$ cat config.mk
export PLATFORM = sky130hd
export DESIGN_NAME = core_seq_ctrl
export DESIGN_NICKNAME = d
export VERILOG_FILES = /design/src/rtl/core_seq_ctrl_pkg.sv /design/src/rtl/core_seq_ctrl_wait_cnt.sv /design/src/rtl/core_seq_ctrl.sv
export SDC_FILE = /design/constraint.sdc
export NUM_CORES = 1
export LEC_CHECK = 0
export BUFFER_PORTS_ARGS = -buffer_cell sky130_fd_sc_hd__buf_2
export CORE_ASPECT_RATIO = 1.5
export CORE_UTILIZATION = 50
export DETAILED_ROUTE_END_ITERATION = 16
export PLACE_DENSITY_LB_ADDON = 0.12
export SLEW_MARGIN = 25
export SYNTH_ARGS = -nofsm -noshare
export SYNTH_HDL_FRONTEND = slang
export SYNTH_SLANG_ARGS = --single-unit
$ cat constraint.sdc
create_clock -name clk -period 2.83 [get_ports clk]
set_input_delay 0.283 -clock clk [delete_from_list [all_inputs] [get_ports clk]]
set_output_delay 0.283 -clock clk [all_outputs]
set_load 0.01 [all_outputs]
$ cat src/rtl/core_seq_ctrl_pkg.sv
// rtl/core_seq_ctrl_pkg.sv - shared widths, instruction codes, sequencer states and decode helper
//
// Contents:
//   INST_NUM_WIDTH / INST_TYPE_WIDTH  widths of the decoded instruction code and format
//   INST_*                            decoded instruction codes understood by the sequencer
//   TYPE_*                            instruction formats R/I/S/B/U/J
//   seq_state_e                       sequencer state encoding
//   inst_cls_e / classify()           what the sequencer does with an instruction code after EXEC
package core_seq_ctrl_pkg;

    localparam int INST_NUM_WIDTH  = 6;
    localparam int INST_TYPE_WIDTH = 3;

    localparam logic [INST_NUM_WIDTH-1:0] INST_ADD    = 6'd1;
    localparam logic [INST_NUM_WIDTH-1:0] INST_SUB    = 6'd2;
    localparam logic [INST_NUM_WIDTH-1:0] INST_ADDI   = 6'd3;
    localparam logic [INST_NUM_WIDTH-1:0] INST_LUI    = 6'd4;
    localparam logic [INST_NUM_WIDTH-1:0] INST_AUIPC  = 6'd5;
    localparam logic [INST_NUM_WIDTH-1:0] INST_JAL    = 6'd6;
    localparam logic [INST_NUM_WIDTH-1:0] INST_JALR   = 6'd7;
    localparam logic [INST_NUM_WIDTH-1:0] INST_BEQ    = 6'd8;
    localparam logic [INST_NUM_WIDTH-1:0] INST_BNE    = 6'd9;
    localparam logic [INST_NUM_WIDTH-1:0] INST_LW     = 6'd10;
    localparam logic [INST_NUM_WIDTH-1:0] INST_SH     = 6'd11;
    localparam logic [INST_NUM_WIDTH-1:0] INST_SW     = 6'd12;
    localparam logic [INST_NUM_WIDTH-1:0] INST_EBREAK = 6'd13;

    localparam logic [INST_TYPE_WIDTH-1:0] TYPE_R = 3'd0;
    localparam logic [INST_TYPE_WIDTH-1:0] TYPE_I = 3'd1;
    localparam logic [INST_TYPE_WIDTH-1:0] TYPE_S = 3'd2;
    localparam logic [INST_TYPE_WIDTH-1:0] TYPE_B = 3'd3;
    localparam logic [INST_TYPE_WIDTH-1:0] TYPE_U = 3'd4;
    localparam logic [INST_TYPE_WIDTH-1:0] TYPE_J = 3'd5;

    // Nine states do not fit in three bits, so the encoding is four bits wide.
    typedef enum logic [3:0] {
        SEQ_IDLE     = 4'd0,
        SEQ_IF_REQ   = 4'd1,
        SEQ_IF_WAIT  = 4'd2,
        SEQ_EXEC     = 4'd3,
        SEQ_MEM_REQ  = 4'd4,
        SEQ_MEM_WAIT = 4'd5,
        SEQ_WB       = 4'd6,
        SEQ_HALT     = 4'd7,
        SEQ_ERR      = 4'd8
    } seq_state_e;

    typedef enum logic [2:0] {
        CLS_ALU   = 3'd0,
        CLS_LOAD  = 3'd1,
        CLS_STORE = 3'd2,
        CLS_HALT  = 3'd3,
        CLS_BAD   = 3'd4
    } inst_cls_e;

    function automatic inst_cls_e classify(input logic [INST_NUM_WIDTH-1:0] num);
        case (num)
            INST_ADD, INST_SUB, INST_ADDI, INST_LUI, INST_AUIPC,
            INST_JAL, INST_JALR, INST_BEQ, INST_BNE: return CLS_ALU;
            INST_LW:                                 return CLS_LOAD;
            INST_SH, INST_SW:                        return CLS_STORE;
            INST_EBREAK:                             return CLS_HALT;
            default:                                 return CLS_BAD;
        endcase
    endfunction

endpackage

$ cat src/rtl/core_seq_ctrl_wait_cnt.sv
// rtl/core_seq_ctrl_wait_cnt.sv - watchdog counter for the sequencer memory-wait states
//
// Ports:
//   clk     in   core clock
//   rst     in   synchronous active-high reset, clears the count
//   clr     in   clears the count (state change)
//   inc     in   count this cycle (sequencer is in a memory-wait state)
//   expire  out  this is the last allowed wait cycle; TIMEOUT_CYCLES=0 never expires
module seq_wait_cnt
    import core_seq_ctrl_pkg::*;
#(
    parameter int TIMEOUT_CYCLES = 256
) (
    input  logic clk,
    input  logic rst,
    input  logic clr,
    input  logic inc,
    output logic expire
);

    localparam int CW = (TIMEOUT_CYCLES > 1) ? $clog2(TIMEOUT_CYCLES) : 1;
    localparam logic [CW-1:0] LAST = (TIMEOUT_CYCLES > 0) ? CW'(TIMEOUT_CYCLES - 1) : '0;

    logic [CW-1:0] cnt;

    // Holding at LAST on expiry keeps the count in range; the sequencer leaves the
    // wait state on that same edge, so the hold is never observed in practice.
    always_ff @(posedge clk) begin
        if (rst || clr) begin
            cnt <= '0;
        end else if (inc && !expire) begin
            cnt <= cnt + 1'b1;
        end
    end

    assign expire = (TIMEOUT_CYCLES > 0) && inc && (cnt == LAST);

endmodule

$ cat src/rtl/core_seq_ctrl.sv
// rtl/core_seq_ctrl.sv - multi-cycle fetch/execute/memory/writeback sequencer for the NPC core
//
// Ports:
//   clk, rst                          core clock, synchronous active-high reset
//   inst_num, inst_type               decoded instruction code and format (stable EXEC..WB)
//   ifu_req_valid/ready, ifu_rsp_valid  instruction fetch handshake
//   inst_latch_en                     pulse: IFU latches the instruction word
//   lsu_req_valid/ready, lsu_we, lsu_rsp_valid  data memory handshake
//   mem_r_latch_en                    pulse: latch load data
//   gpr_w_en, pc_w_en                 write-back strobes (WB only)
//   instret                           retired-instruction counter
//   halt, err                         core stopped / stopped on error
module core_seq_ctrl
    import core_seq_ctrl_pkg::*;
#(
    parameter int TIMEOUT_CYCLES = 256,
    parameter int INSTRET_WIDTH  = 32
) (
    input  logic                       clk,
    input  logic                       rst,
    input  logic [INST_NUM_WIDTH-1:0]  inst_num,
    input  logic [INST_TYPE_WIDTH-1:0] inst_type,
    output logic                       ifu_req_valid,
    input  logic                       ifu_req_ready,
    input  logic                       ifu_rsp_valid,
    output logic                       inst_latch_en,
    output logic                       lsu_req_valid,
    input  logic                       lsu_req_ready,
    output logic                       lsu_we,
    input  logic                       lsu_rsp_valid,
    output logic                       mem_r_latch_en,
    output logic                       gpr_w_en,
    output logic                       pc_w_en,
    output logic [INSTRET_WIDTH-1:0]   instret,
    output logic                       halt,
    output logic                       err
);

    seq_state_e state;
    seq_state_e state_nxt;
    inst_cls_e  cls;
    logic       wd_expire;
    logic       wd_inc;
    logic       wd_clr;

    assign cls = classify(inst_num);

    assign wd_inc = (state == SEQ_IF_REQ)  || (state == SEQ_IF_WAIT) ||
                    (state == SEQ_MEM_REQ) || (state == SEQ_MEM_WAIT);
    assign wd_clr = (state_nxt != state);

    seq_wait_cnt #(
        .TIMEOUT_CYCLES(TIMEOUT_CYCLES)
    ) u_wait_cnt (
        .clk    (clk),
        .rst    (rst),
        .clr    (wd_clr),
        .inc    (wd_inc),
        .expire (wd_expire)
    );

    always_ff @(posedge clk) begin
        if (rst) begin
            state <= SEQ_IDLE;
        end else begin
            state <= state_nxt;
        end
    end

    // In every wait state the exit condition is tested before the watchdog, so a
    // handshake completing on the last allowed cycle still proceeds normally.
    always_comb begin
        state_nxt = state;
        case (state)
            SEQ_IDLE:     state_nxt = SEQ_IF_REQ;
            SEQ_IF_REQ: begin
                if (ifu_req_ready)  state_nxt = SEQ_IF_WAIT;
                else if (wd_expire) state_nxt = SEQ_ERR;
            end
            SEQ_IF_WAIT: begin
                if (ifu_rsp_valid)  state_nxt = SEQ_EXEC;
                else if (wd_expire) state_nxt = SEQ_ERR;
            end
            SEQ_EXEC: begin
                case (cls)
                    CLS_ALU:             state_nxt = SEQ_WB;
                    CLS_LOAD, CLS_STORE: state_nxt = SEQ_MEM_REQ;
                    CLS_HALT:            state_nxt = SEQ_HALT;
                    default:             state_nxt = SEQ_ERR;
                endcase
            end
            SEQ_MEM_REQ: begin
                if (lsu_req_ready)  state_nxt = SEQ_MEM_WAIT;
                else if (wd_expire) state_nxt = SEQ_ERR;
            end
            SEQ_MEM_WAIT: begin
                if (lsu_rsp_valid)  state_nxt = SEQ_WB;
                else if (wd_expire) state_nxt = SEQ_ERR;
            end
            SEQ_WB:       state_nxt = SEQ_IF_REQ;
            SEQ_HALT:     state_nxt = SEQ_HALT;
            SEQ_ERR:      state_nxt = SEQ_ERR;
            default:      state_nxt = SEQ_ERR;
        endcase
    end

    // The latch pulses are qualified by the response, but only inside their own
    // wait state, so a response arriving early (e.g. alongside ready) is ignored.
    always_comb begin
        ifu_req_valid  = 1'b0;
        inst_latch_en  = 1'b0;
        lsu_req_valid  = 1'b0;
        lsu_we         = 1'b0;
        mem_r_latch_en = 1'b0;
        gpr_w_en       = 1'b0;
        pc_w_en        = 1'b0;
        halt           = 1'b0;
        err            = 1'b0;
        case (state)
            SEQ_IF_REQ:   ifu_req_valid = 1'b1;
            SEQ_IF_WAIT:  inst_latch_en = ifu_rsp_valid;
            SEQ_MEM_REQ: begin
                lsu_req_valid = 1'b1;
                lsu_we        = (cls == CLS_STORE);
            end
            SEQ_MEM_WAIT: mem_r_latch_en = lsu_rsp_valid && (cls == CLS_LOAD);
            SEQ_WB: begin
                pc_w_en  = 1'b1;
                gpr_w_en = inst_type inside {TYPE_R, TYPE_I, TYPE_U, TYPE_J};
            end
            SEQ_HALT:     halt = 1'b1;
            SEQ_ERR: begin
                halt = 1'b1;
                err  = 1'b1;
            end
            default: ;
        endcase
    end

    always_ff @(posedge clk) begin
        if (rst) begin
            instret <= '0;
        end else if (state == SEQ_WB) begin
            instret <= instret + 1'b1;
        end
    end

endmodule

==> flow_summary.yaml, run 1 <==
sta:
  rsz0062_at_grt: "false"
  timing.slew.headroom_pct: 47.7
  timing.final.crit_period_ps: 2370
  tightestPinTransition_ps: 775
  report.final.hold_viol_count: 0
  finalSetupViolCount: 0
  fin_skew_ps: 10.7
  timing.fmax_mhz: 422
  sum_neg_setup_slack_ps: 0
  period_share_pct: 83.7
  timing_max_transition_violations_final: 0
hold_path:
  hold_path_class: "primary input to flop"
  hold_path_end: "state[3]"
  hold-path-cell-count: 5
  timing.hold.worst.start: "inst_num[4]"
setup_path:
  timing.critical_path.from_type: "flop"
  critPathKind: "flop to flop"
  critPathMaxStageDelay_ps: 650
  timing.critical_path.cells: "inv_1 -> a2111oi_0 -> and2_1 -> o311ai_1 -> buf_4 -> nor4_1"
  worst_r2r_startpoint: "state[2]"
  kind_of_cell_adding_the_most_delay_to_the_critical_path: "compound AO/OA/AOI/OAI gates"
  worst_r2r_endpoint: "u_wait_cnt.cnt[3]"
  timing.critical_path.depth: 6
  slowest_stage: "sky130_fd_sc_hd__a2111oi_0"
  cp.arrival_ps: 2570
  r2r.worst_path.cells: 6
  worstPathMaxFanout: 12
  worst_setup_path_end_kind: "flop"
  worstPathBufferInverterCount: 2
  required_arrival_time_at_the_worst_endpoint_ps: 3030
  reg2reg_slack_ps: 460
detailed_routing:
  drtPass1Iterations: 7
  wirelength_met1_mm: 2.43
  top_signal_layer_used: "met4"
  routed_wl_mm: 5.72
  met3_layer_wire_length_in_the_routed_design_um: 206
  viasPerCell: 5.70
  first_iter_violations: 104
  met2RoutedLength_mm: 2.94
  detail-route-antenna-nets: 0
  drt_drc_violations_left: 0
  wire_per_inst_um: 13.4
  num_vias: 2430
layout:
  fraction_of_layout_cells_with_a_size_suffix_above_1_pct: 20.8
  antenna_cells: 0
  filler_cells_inserted: 491
  area_growth_syn_to_layout_pct: 18.3
  instances_no_fill: 426
  final_nets: 377
pwr:
  leakagePower_nw: 1.19
  ir_drop_mv: 0.325
  power.density_nw_per_um2: 451
grt:
  antenna_found_initial: 0
  grt_pass1_vias: 2219
  grt_start_max_net_pins: 38
  grt-ovfl-total: 0
  global_route.usage.total_pct: 22.4
  grt_pass1_wl_mm: 9.15
clocking:
  clockBufferDepth: 2
  cts.htree.levels: 2
  clock_tree.root_cell: "sky130_fd_sc_hd__clkbuf_8"
  tritoncts.num_buffers: 5
  cts_setup_buffers: 0
  cts.clk_slew.worst_paths_ps: 90
  clock_latency_ps: 300
  post_cts_resize_count: 0
  cts_tree: "yes"
  hold_buf_cts: 0
  clkSinkCount: 44
run:
  maxCapViolCount: 0
synth:
  edff_count_synth: 0
  most_frequent_cell_after_synthesis: "sky130_fd_sc_hd__dfxtp_1"
  yosysSeqAreaShare_pct: 35.6
  synth.net_count: 325
  synthArstFlopShare_pct: 0
  netlist.area_leader.share_pct: 35.6
  synthTopCellsByCount: "44 x sky130_fd_sc_hd__dfxtp_1, 36 x sky130_fd_sc_hd__nor2_1, 23 x sky130_fd_sc_hd__a21oi_1, 23 x sky130_fd_sc_hd__nand2_1, 23 x sky130_fd_sc_hd__xor2_1"
  yosysTopAreaCell: "sky130_fd_sc_hd__dfxtp_1"
  netlist_area_um2: 2470
  netlist_instances: 308
  synth.avg_cell_area_um2: 8.04
  synthTopCellsByArea: "sky130_fd_sc_hd__dfxtp_1 36%, sky130_fd_sc_hd__xor2_1 8.1%, sky130_fd_sc_hd__nor2_1 5.5%"
  synth_top_flop_cell: "sky130_fd_sc_hd__dfxtp_1"
  synth.lib_cells_used.distinct: 50
  synth.ff_latch_count: 44
  yosys_warnings: 0
floorplanning:
  placeableCoreArea_um2: 4810
  boundaryPins: 56
  start_util_pct: 51.5
  die_height_um: 88.2
  die_w_um: 59.4
  rows: 31
  die_area_um2: 5240
placement:
  place.detailed.hpwl_mm: 4.15
  dpl.cell_count: 419
  routabilityCongestion: 0.902
  portBuffers: 53
outcome:
  run_status: "complete, no violations"
[layout make-up]
| cell class | count | area, um2 | area share (%) |
|---|---|---|---|
| clock buffer | 5 | 68.8 | 2.35 |
| clock inverter | 2 | 60.1 | 2.05 |
| sequential | 44 | 881 | 30.1 |
| inverter | 5 | 18.8 | 0.641 |
| timing repair buffer | 59 | 310 | 10.6 |
| tap | 66 | 82.6 | 2.82 |
| multi-input combinational | 245 | 1510 | 51.5 |
[metrics by stage]
| step | hold WS (ps) | util (%) | setup WS [ps] | power [W] | cell area, um2 |
|---|---|---|---|---|---|
| finish | 478 | 60.9 | 460 | 0.00132 | 2930 |
| detailed placement | 474 | 58.2 | 486 | 0.000773 | 2800 |
| global route | 512 | 60.9 | 233 | 0.00137 | 2930 |
| floorplan | 496 | - | 812 | 0.000731 | 2470 |
| CTS | 484 | 60.9 | 471 | 0.00133 | 2930 |
| global placement | 461 | 58.2 | 499 | 0.000771 | 2800 |
[power by group]
group | switching [W] | internal [W] | leakage [nW]
combinational | 0.0000743 | 0.0000498 | 0.775
sequential | 0.0000120 | 0.000623 | 0.355
clock | 0.000215 | 0.000348 | 0.0642
total | 0.000301 | 0.00102 | 1.19
[how the worst max path moves through the flow]
stage                     from           endpoint  slack (ps)
global route          state[2]  u_wait_cnt.cnt[7]         230
finish                state[2]  u_wait_cnt.cnt[3]         460
detailed placement    state[2]  u_wait_cnt.cnt[3]         490
floorplan           instret[3]        instret[21]         810
CTS                   state[2]  u_wait_cnt.cnt[3]         470
global placement      state[2]  u_wait_cnt.cnt[0]         500
[worst reg2reg max path, delay by kind of cell, from the launching register on]
kind,cells,cell delay (ps)
AO/OA/AOI/OAI,2,760
flip-flops,1,590
AND/OR/NAND/NOR,2,510
buffers and inverters,2,430
[sequential cells by signal, summed over array words and instances (netlist names)]
register / cells
instret: 32
state: 4
u_wait_cnt.cnt: 8
[kinds of logic after synthesis]
logic type	share of synthesized area, %
and+or+nand+nor	36.2
AOI/OAI and AO/OA	13.3
DFF	35.6
xor gates and xnor gates	9.91
buffers and inverters	3.54
adders and majority gates	1.01
muxes	0.404
[cell usage in the layout (no fill, tap or decap), types with 2 or more instances in the layout]
cell type                   instances
sky130_fd_sc_hd__nand3_1           13
sky130_fd_sc_hd__clkbuf_8           5
sky130_fd_sc_hd__nor2b_1            3
sky130_fd_sc_hd__o21ai_0           10
sky130_fd_sc_hd__nor4_1            11
sky130_fd_sc_hd__nand2b_1           4
sky130_fd_sc_hd__or4_1              5
sky130_fd_sc_hd__or2_2              3
sky130_fd_sc_hd__nor2_1            36
sky130_fd_sc_hd__nand4_1           19
sky130_fd_sc_hd__buf_2             53
sky130_fd_sc_hd__a21oi_1           23
sky130_fd_sc_hd__nand2_1           23
sky130_fd_sc_hd__buf_4              6
sky130_fd_sc_hd__and4_1             5
sky130_fd_sc_hd__inv_1              5
sky130_fd_sc_hd__dfxtp_1           44
sky130_fd_sc_hd__xor2_1            23
sky130_fd_sc_hd__and2_1             6
sky130_fd_sc_hd__and3_1            13
sky130_fd_sc_hd__bufinv_16          2
sky130_fd_sc_hd__a21o_1             2
sky130_fd_sc_hd__or3b_2             2
sky130_fd_sc_hd__ha_1               2
sky130_fd_sc_hd__nor3_1             5
sky130_fd_sc_hd__xnor2_1            5
sky130_fd_sc_hd__o31ai_1            5
sky130_fd_sc_hd__or3_1              6
[layer usage]
layer / vias to the layer above / GRT usage, %
met4: 0 / 11.3
met5: - / 0
met3: 17 / 3.55
met2: 60 / 40.0
met1: 1126 / 25.1
li1: 1227 / -
No activity file was read; power rests on OpenSTA's default activity.
==> inputs of run 2 (changes only) <==
Settings changed: ABC_AREA set to 1.
Clock period 2.83 ns to 2.15 ns, I/O delays scaled along.
==> run 2 against run 1 <==
  * Register-to-register slack worse by 190 ps
  * Critical endpoint is now u_wait_cnt.cnt[4]
  * Worst setup slack worse by 190 ps
  * Synthesized area increased by 8.9%
  * Largest cell class unchanged
  * Combinational power grew 11%
  * Die area is 8.7% higher
==> flow_summary.yaml, run 2 <==
sta:
  sum_neg_setup_slack_ps: 0
  rsz0062_at_grt: "false"
  timing_max_transition_violations_final: 0
  period_share_pct: 87.4
  finalSetupViolCount: 0
  fin_hold_ws_ps: 324
  tightestPinTransition_ps: 423
  timing.final.crit_period_ps: 1880
  timing.slew.headroom_pct: 71.8
  timing.fmax_mhz: 532
  fin_skew_ps: 15.9
  report.final.hold_viol_count: 0
clocking:
  hold_buf_cts: 0
  clock_tree.root_cell: "sky130_fd_sc_hd__clkbuf_8"
  cts.clk_slew.worst_paths_ps: 80
  tritoncts.num_buffers: 5
  cts.htree.levels: 2
  clock_latency_ps: 300
  clockBufferDepth: 2
  cts_tree: "yes"
  clkSinkCount: 44
setup_path:
  required_arrival_time_at_the_worst_endpoint_ps: 2380
  slowest_stage: "sky130_fd_sc_hd__dfxtp_1"
  worst_setup_path_end_kind: "flop"
  critPathMaxStageDelay_ps: 410
  path_common_cell: "sky130_fd_sc_hd__nand2_1"
  kind_of_cell_adding_the_most_delay_to_the_critical_path: "simple AND/OR/NAND/NOR gates"
  worstPathMaxFanout: 8
  timing.critical_path.cells: "inv_2 -> nor2_4 -> nand2_1 -> nand3_2 -> nand2_2 -> nand3_1 -> nand2_1 -> nand2_1 -> nand2_1 -> nor2_1 -> nand3_2 -> nor2_1"
  worstPathBufferInverterCount: 1
  cp.arrival_ps: 2110
  critPathKind: "flop to flop"
  timing.critical_path.from_type: "flop"
run:
  maxCapViolCount: 0
detailed_routing:
  wire_per_inst_um: 11.7
  drt_drc_violations_left: 0
  routed_wl_mm: 6.25
  viasPerCell: 5.11
  drtPass1Iterations: 4
  first_iter_violations: 135
  num_vias: 2717
  detail-route-antenna-nets: 0
layout:
  registers.top_by_ff_count: "instret"
  filler_cells_inserted: 519
  max_reg_flops: 32
  antenna_cells: 0
  final_common_cell: "sky130_fd_sc_hd__nand2_1"
  final_nets: 480
  mostFrequentLayoutCells: "91 x sky130_fd_sc_hd__nand2_1, 56 x sky130_fd_sc_hd__nor2_1, 53 x sky130_fd_sc_hd__buf_2"
  fraction_of_layout_cells_with_a_size_suffix_above_1_pct: 22.4
  top_regs: "instret x32, u_wait_cnt.cnt x8, state x4"
  area_growth_syn_to_layout_pct: 16.0
pwr:
  power.density_nw_per_um2: 484
  ir_drop_mv: 0.427
  leakagePower_nw: 1.34
floorplanning:
  rows: 32
  placeableCoreArea_um2: 5160
  boundaryPins: 56
  start_util_pct: 52.2
  die_area_um2: 5700
  die_w_um: 62.0
  die_height_um: 91.9
synth:
  synth.ff_latch_count: 44
  netlist_instances: 408
  synth.lib_cells_used.distinct: 35
  netlist_area_um2: 2700
  yosys_warnings: 0
  yosysSeqAreaShare_pct: 32.7
  synthArstFlopShare_pct: 0
  synth.avg_cell_area_um2: 6.61
  netlist.area_leader.share_pct: 32.7
  synthTopCellsByArea: "sky130_fd_sc_hd__dfxtp_1 33%, sky130_fd_sc_hd__nand2_1 13%, sky130_fd_sc_hd__nor2_1 7.8%"
  edff_count_synth: 0
  synth_top_flop_cell: "sky130_fd_sc_hd__dfxtp_1"
  most_frequent_cell_after_synthesis: "sky130_fd_sc_hd__nand2_1"
  yosysTopAreaCell: "sky130_fd_sc_hd__dfxtp_1"
  synthTopCellsByCount: "91 x sky130_fd_sc_hd__nand2_1, 56 x sky130_fd_sc_hd__nor2_1, 51 x sky130_fd_sc_hd__inv_1"
  synth.net_count: 425
grt:
  grt_pass1_vias: 2413
  global_route.usage.total_pct: 23.5
  grt_start_max_net_pins: 25
  antenna_found_initial: 0
  grt_pass1_wl_mm: 10.3
  grt-ovfl-total: 0
placement:
  routabilityCongestion: 0.952
  place.detailed.hpwl_mm: 4.96
  portBuffers: 53
hold_path:
  hold_path_class: "primary input to flop"
outcome:
  run_status: "complete, no violations"
run 2: cell types whose count changed in the layout (fill, tap and decap cells not counted), moves of 8 or more:
cell                      change
sky130_fd_sc_hd__nand4_1     -11
sky130_fd_sc_hd__xor2_1      -16
sky130_fd_sc_hd__nand3_1     +12
sky130_fd_sc_hd__nor4_1       -8
sky130_fd_sc_hd__inv_1       +46
sky130_fd_sc_hd__nor2_2       +8
sky130_fd_sc_hd__nor3_1      +10
sky130_fd_sc_hd__and3_1      -11
sky130_fd_sc_hd__nor2_1      +20
sky130_fd_sc_hd__nand2_1     +68
run 2: worst paths after layout:
kind | from | to | slack [ps] | depth (start not counted)
worst min-delay path | lsu_req_ready | state[1] | 320 | 4
worst min register to register | instret[6] | instret[6] | 500 | 2
worst max-delay path | state[2] | u_wait_cnt.cnt[4] | 270 | 12
worst max register to register | state[2] | u_wait_cnt.cnt[4] | 270 | 12
run 2: stage by stage:
stage / power (W) / instance area [um2] / setup WS (ps) / std cells / utilization [%]
floorplan: 0.000952 / 2700 / 469 / 408 / -
global placement: 0.000985 / 3030 / 232 / 524 / 58.6
detailed placement: 0.000988 / 3030 / 196 / 524 / 58.6
CTS: 0.00152 / 3120 / 172 / 532 / 60.4
global route: 0.00157 / 3130 / 55.2 / 532 / 60.5
finish: 0.00151 / 3130 / 272 / 532 / 60.5
run 2: cells by family (layout without fill, tap and decap cells):
family,Yosys count,in the layout,share of synthesized area [%]
and+or+nand+nor,238,238,42.9
AOI/OAI and AO/OA,45,45,9.28
xor gates and xnor gates,15,15,4.87
buffers and inverters,64,120,9.37
adders and majority gates,2,2,0.928
DFF,44,44,32.7
run 2: area by class of cell:
| type | instances | area, um2 | area share [%] |
|---|---|---|---|
| clock buffers | 6 | 82.6 | 2.64 |
| clock inverters | 2 | 10.0 | 0.320 |
| inverters | 56 | 210 | 6.72 |
| multi-input cells | 300 | 1570 | 50.1 |
| flip-flops and latches | 44 | 883 | 28.3 |
| well taps | 68 | 85.1 | 2.72 |
| repair buffers | 56 | 288 | 9.20 |
run 2: power by group:
| part | internal [W] | leakage [nW] | total [W] | switching (W) |
|---|---|---|---|---|
| sequential | 0.000821 | 0.355 | 0.000832 | 0.0000112 |
| combinational | 0.0000493 | 0.937 | 0.000138 | 0.0000887 |
| clock | 0.000257 | 0.0510 | 0.000543 | 0.000287 |
run 2: worst reg2reg max path, stage by stage (launching register included):
cell                      delay [ps]
sky130_fd_sc_hd__dfxtp_1         410
sky130_fd_sc_hd__inv_2            60
sky130_fd_sc_hd__nor2_4          160
sky130_fd_sc_hd__nand2_1         170
sky130_fd_sc_hd__nand3_2         120
sky130_fd_sc_hd__nand2_2          90
sky130_fd_sc_hd__nand3_1         150
sky130_fd_sc_hd__nand2_1          70
sky130_fd_sc_hd__nand2_1          50
sky130_fd_sc_hd__nand2_1          40
sky130_fd_sc_hd__nor2_1          160
sky130_fd_sc_hd__nand3_2         200
sky130_fd_sc_hd__nor2_1          130
run 2: layer usage:
layer	global-route usage, %	up-vias	wire [um]
met4	7.96	0	118
met5	0	-	0
met2	41.8	57	3380
li1	-	1414	-
met3	3.53	11	195
met1	27.0	1235	2550
run 2: what timing repair did:
item / 4_1_cts / 5_1_grt
setup buffers: 0 / 0
setup endpoints to repair: 0 / 8
resized for setup: 0 / 3
==> inputs of run 3 (changes only) <==
Settings changed: SYNTH_HIERARCHICAL set to 1.
==> run 3 against run 2 <==
  * The run now ends with negative setup slack left
  * Clock power is essentially flat
  * Worst hold slack better by 78 ps
  * Utilization increased by 6.3 points
  * Via count is 26% higher
  * Sequential share of layout area fell by 4.3 points
  * Global-route usage up 5.3 points
  * Synthesized area grew 8.7%
  * Worst setup slack worse by 470 ps
  * Largest power group unchanged
==> flow_summary.yaml, run 3 <==
synth:
  yosysTopAreaCell: "sky130_fd_sc_hd__dfxtp_1"
  edff_count_synth: 0
  synth.lib_cells_used.distinct: 31
  netlist_instances: 483
  synthTopCellsByCount: "137 x sky130_fd_sc_hd__nand2_1, 75 x sky130_fd_sc_hd__nor2_1, 61 x sky130_fd_sc_hd__inv_1"
  most_frequent_cell_after_synthesis: "sky130_fd_sc_hd__nand2_1"
  netlist.area_leader.share_pct: 30.1
  netlist_area_um2: 2930
  yosysSeqAreaShare_pct: 30.1
  synthArstFlopShare_pct: 0
  synth.net_count: 500
  synth_top_flop_cell: "sky130_fd_sc_hd__dfxtp_1"
  yosys_warnings: 6
  synth.avg_cell_area_um2: 6.07
  synthTopCellsByArea: "sky130_fd_sc_hd__dfxtp_1 30%, sky130_fd_sc_hd__nand2_1 18%, sky130_fd_sc_hd__nor2_1 9.6%"
  synth.ff_latch_count: 44
layout:
  final_area_um2: 3730
  fraction_of_layout_cells_with_a_size_suffix_above_1_pct: 24.4
  final_common_cell: "sky130_fd_sc_hd__nand2_1"
  area_growth_syn_to_layout_pct: 27.2
  antenna_cells: 0
  top_regs: "instret x32, u_wait_cnt/cnt x8, state x4"
  registers.top_by_ff_count: "instret"
  mostFrequentLayoutCells: "134 x sky130_fd_sc_hd__nand2_1, 71 x sky130_fd_sc_hd__nor2_1, 58 x sky130_fd_sc_hd__inv_1"
  final_nets: 593
  instances_no_fill: 647
  filler_cells_inserted: 562
  max_reg_flops: 32
hold_path:
  hold-path-cell-count: 3
  hold_path_class: "primary input to flop"
  timing.hold.worst.start: "rst"
grt:
  grt_pass1_vias: 3098
  antenna_found_initial: 0
  grt_pass1_wl_mm: 13.8
  grt_start_max_net_pins: 21
  grt-ovfl-total: 0
  global_route.usage.total_pct: 28.8
setup_path:
  slowest_stage: "sky130_fd_sc_hd__dfxtp_4"
  timing.critical_path.cells: "inv_4 -> nand2_4 -> nor2_4 -> nor2_2 -> o21ai_2 -> nand3_2 -> nor4_4 -> inv_1 -> nand2_1 -> nand2_1 -> nand2_1 -> nand2_1 -> nor2_2 -> nand4_1 -> nand2_1 -> nand4_1 -> nor2_4 -> nand2_1 -> nor2_1"
  worst_r2r_startpoint: "state[3]"
  cp.arrival_ps: 2610
  critPathMaxStageDelay_ps: 360
  required_arrival_time_at_the_worst_endpoint_ps: 2410
  path_common_cell: "sky130_fd_sc_hd__nand2_1"
  worst_setup_path_end_kind: "flop"
  critPathKind: "flop to flop"
  kind_of_cell_adding_the_most_delay_to_the_critical_path: "simple AND/OR/NAND/NOR gates"
  timing.critical_path.from_type: "flop"
  worstPathBufferInverterCount: 2
  r2r.worst_path.cells: 19
  worstSetupStartpoint: "state[3]"
  worstPathMaxFanout: 8
  timing.critical_path.depth: 19
detailed_routing:
  drt_drc_violations_left: 0
  drtPass1Iterations: 5
  first_iter_violations: 175
  detail-route-antenna-nets: 0
  viasPerCell: 5.28
  num_vias: 3419
  routed_wl_mm: 8.55
  wire_per_inst_um: 13.2
sta:
  crit_path_setup_slack_layout_ps: -202
  timing.final.crit_period_ps: 2350
  finalSetupViolCount: 8
  report.final.hold_viol_count: 0
  period_share_pct: 109
  timing.fmax_mhz: 425
  timing_max_transition_violations_final: 0
  tightestPinTransition_ps: 503
  fin_skew_ps: 14.6
  fin_hold_ws_ps: 402
  rsz0062_at_grt: "true"
  timing.slew.headroom_pct: 66.5
outcome:
  run_status: "complete, but fails checks"
  failed_checks: "negative setup slack"
pwr:
  power.density_nw_per_um2: 430
  leakagePower_nw: 1.74
  totalPowerFinal_w: 0.00160
  ir_drop_mv: 0.403
floorplanning:
  rows: 33
  die_area_um2: 6180
  placeableCoreArea_um2: 5570
  die_height_um: 95.8
  start_util_pct: 52.6
  die_w_um: 64.5
  boundaryPins: 56
clocking:
  tritoncts.num_buffers: 5
  cts_tree: "yes"
  hold_buf_cts: 0
  cts.clk_slew.worst_paths_ps: 100
  cts.htree.levels: 2
  clockBufferDepth: 2
  clock_latency_ps: 310
  clock_tree.root_cell: "sky130_fd_sc_hd__clkbuf_8"
  clkSinkCount: 44
placement:
  place.detailed.hpwl_mm: 6.54
  portBuffers: 53
  dpl.cell_count: 630
  routabilityCongestion: 1.02
  post-place-ws_ps: -331
  placed_instance_area_um2: 3530
run:
  maxCapViolCount: 0
==> run 3: changes by cell type after synthesis, moves of 5 or more <==
cell,delta
sky130_fd_sc_hd__a21oi_1,+7
sky130_fd_sc_hd__buf_2,+5
sky130_fd_sc_hd__inv_1,+10
sky130_fd_sc_hd__nand2_1,+46
sky130_fd_sc_hd__nand3_1,+11
sky130_fd_sc_hd__nand3_2,-8
sky130_fd_sc_hd__nand3b_1,+5
sky130_fd_sc_hd__nand4_1,+8
sky130_fd_sc_hd__nor2_1,+19
sky130_fd_sc_hd__o21ai_0,+5
sky130_fd_sc_hd__xnor2_1,-8
==> run 3: power breakdown <==
group / total, W / internal [W] / switching (W)
registers: 0.000826 / 0.000819 / 0.00000654
logic: 0.000234 / 0.000105 / 0.000129
clock network: 0.000543 / 0.000231 / 0.000312
total: 0.00160 / 0.00116 / 0.000447
==> run 3: worst paths after layout <==
kind	end	slack, ps
setup reg to reg	u_wait_cnt/cnt[3]	-200
hold / removal	instret[0]	400
setup / recovery	u_wait_cnt/cnt[3]	-200
hold reg to reg	instret[31]	500
==> run 3: cell type report <==
class                      instances  area [um2]  share of cell area [%]
clock buffer                       5        68.8                    1.85
timing repair buffer              94         573                    15.4
inverter                          62         240                    6.45
sequential                        44         893                    24.0
tap                               70        87.6                    2.35
multi-input combinational        369        1840                    49.4
clock inverter                     3        21.3                   0.571
==> run 3: stage by stage <==
step                utilization [%]  TNS [ps]
finish                         66.8     -1460
global route                   66.8     -2800
CTS                            66.2      -987
detailed placement             63.3     -2660
global placement               63.3     -2380
floorplan                         -     -1300
==> run 3: logic make-up after synthesis <==
family	count (synthesis)	synth area share, %
xor gates and xnor gates	3	0.897
DFF	44	30.1
AOI/OAI and AO/OA	57	10.6
buffers and inverters	70	9.18
and+or+nand+nor	307	48.4
adders and majority gates	2	0.854
==> run 3: worst reg2reg max path: cells and delay by family (launching register included) <==
family                 cells  cell delay (ps)
flip-flops                 1              360
buffers and inverters      2              160
AO/OA/AOI/OAI              1               70
AND/OR/NAND/NOR           16             1740
==> run 3: what timing repair did <==
| item | CTS | global route |
|---|---|---|
| resized for setup | 10 | 5 |
| setup buffers | 6 | 3 |
| endpoints found under the hold margin | 0 | 0 |
| pin swaps | 13 | 4 |
| endpoints found under the setup margin | 11 | 10 |
| gates cloned | 0 | 0 |
==> run 3: per-layer routing <==
layer  up-vias  GRT usage [%]  wire length (um)  part of all wire, %
met5         -              0                 0                    0
met4         0           12.6               283                  3.3
met1      1550           29.4              3290                   38
li1       1747              -                 -                    -
met3        19           3.55               343                  4.0
met2       103           57.1              4630                   54
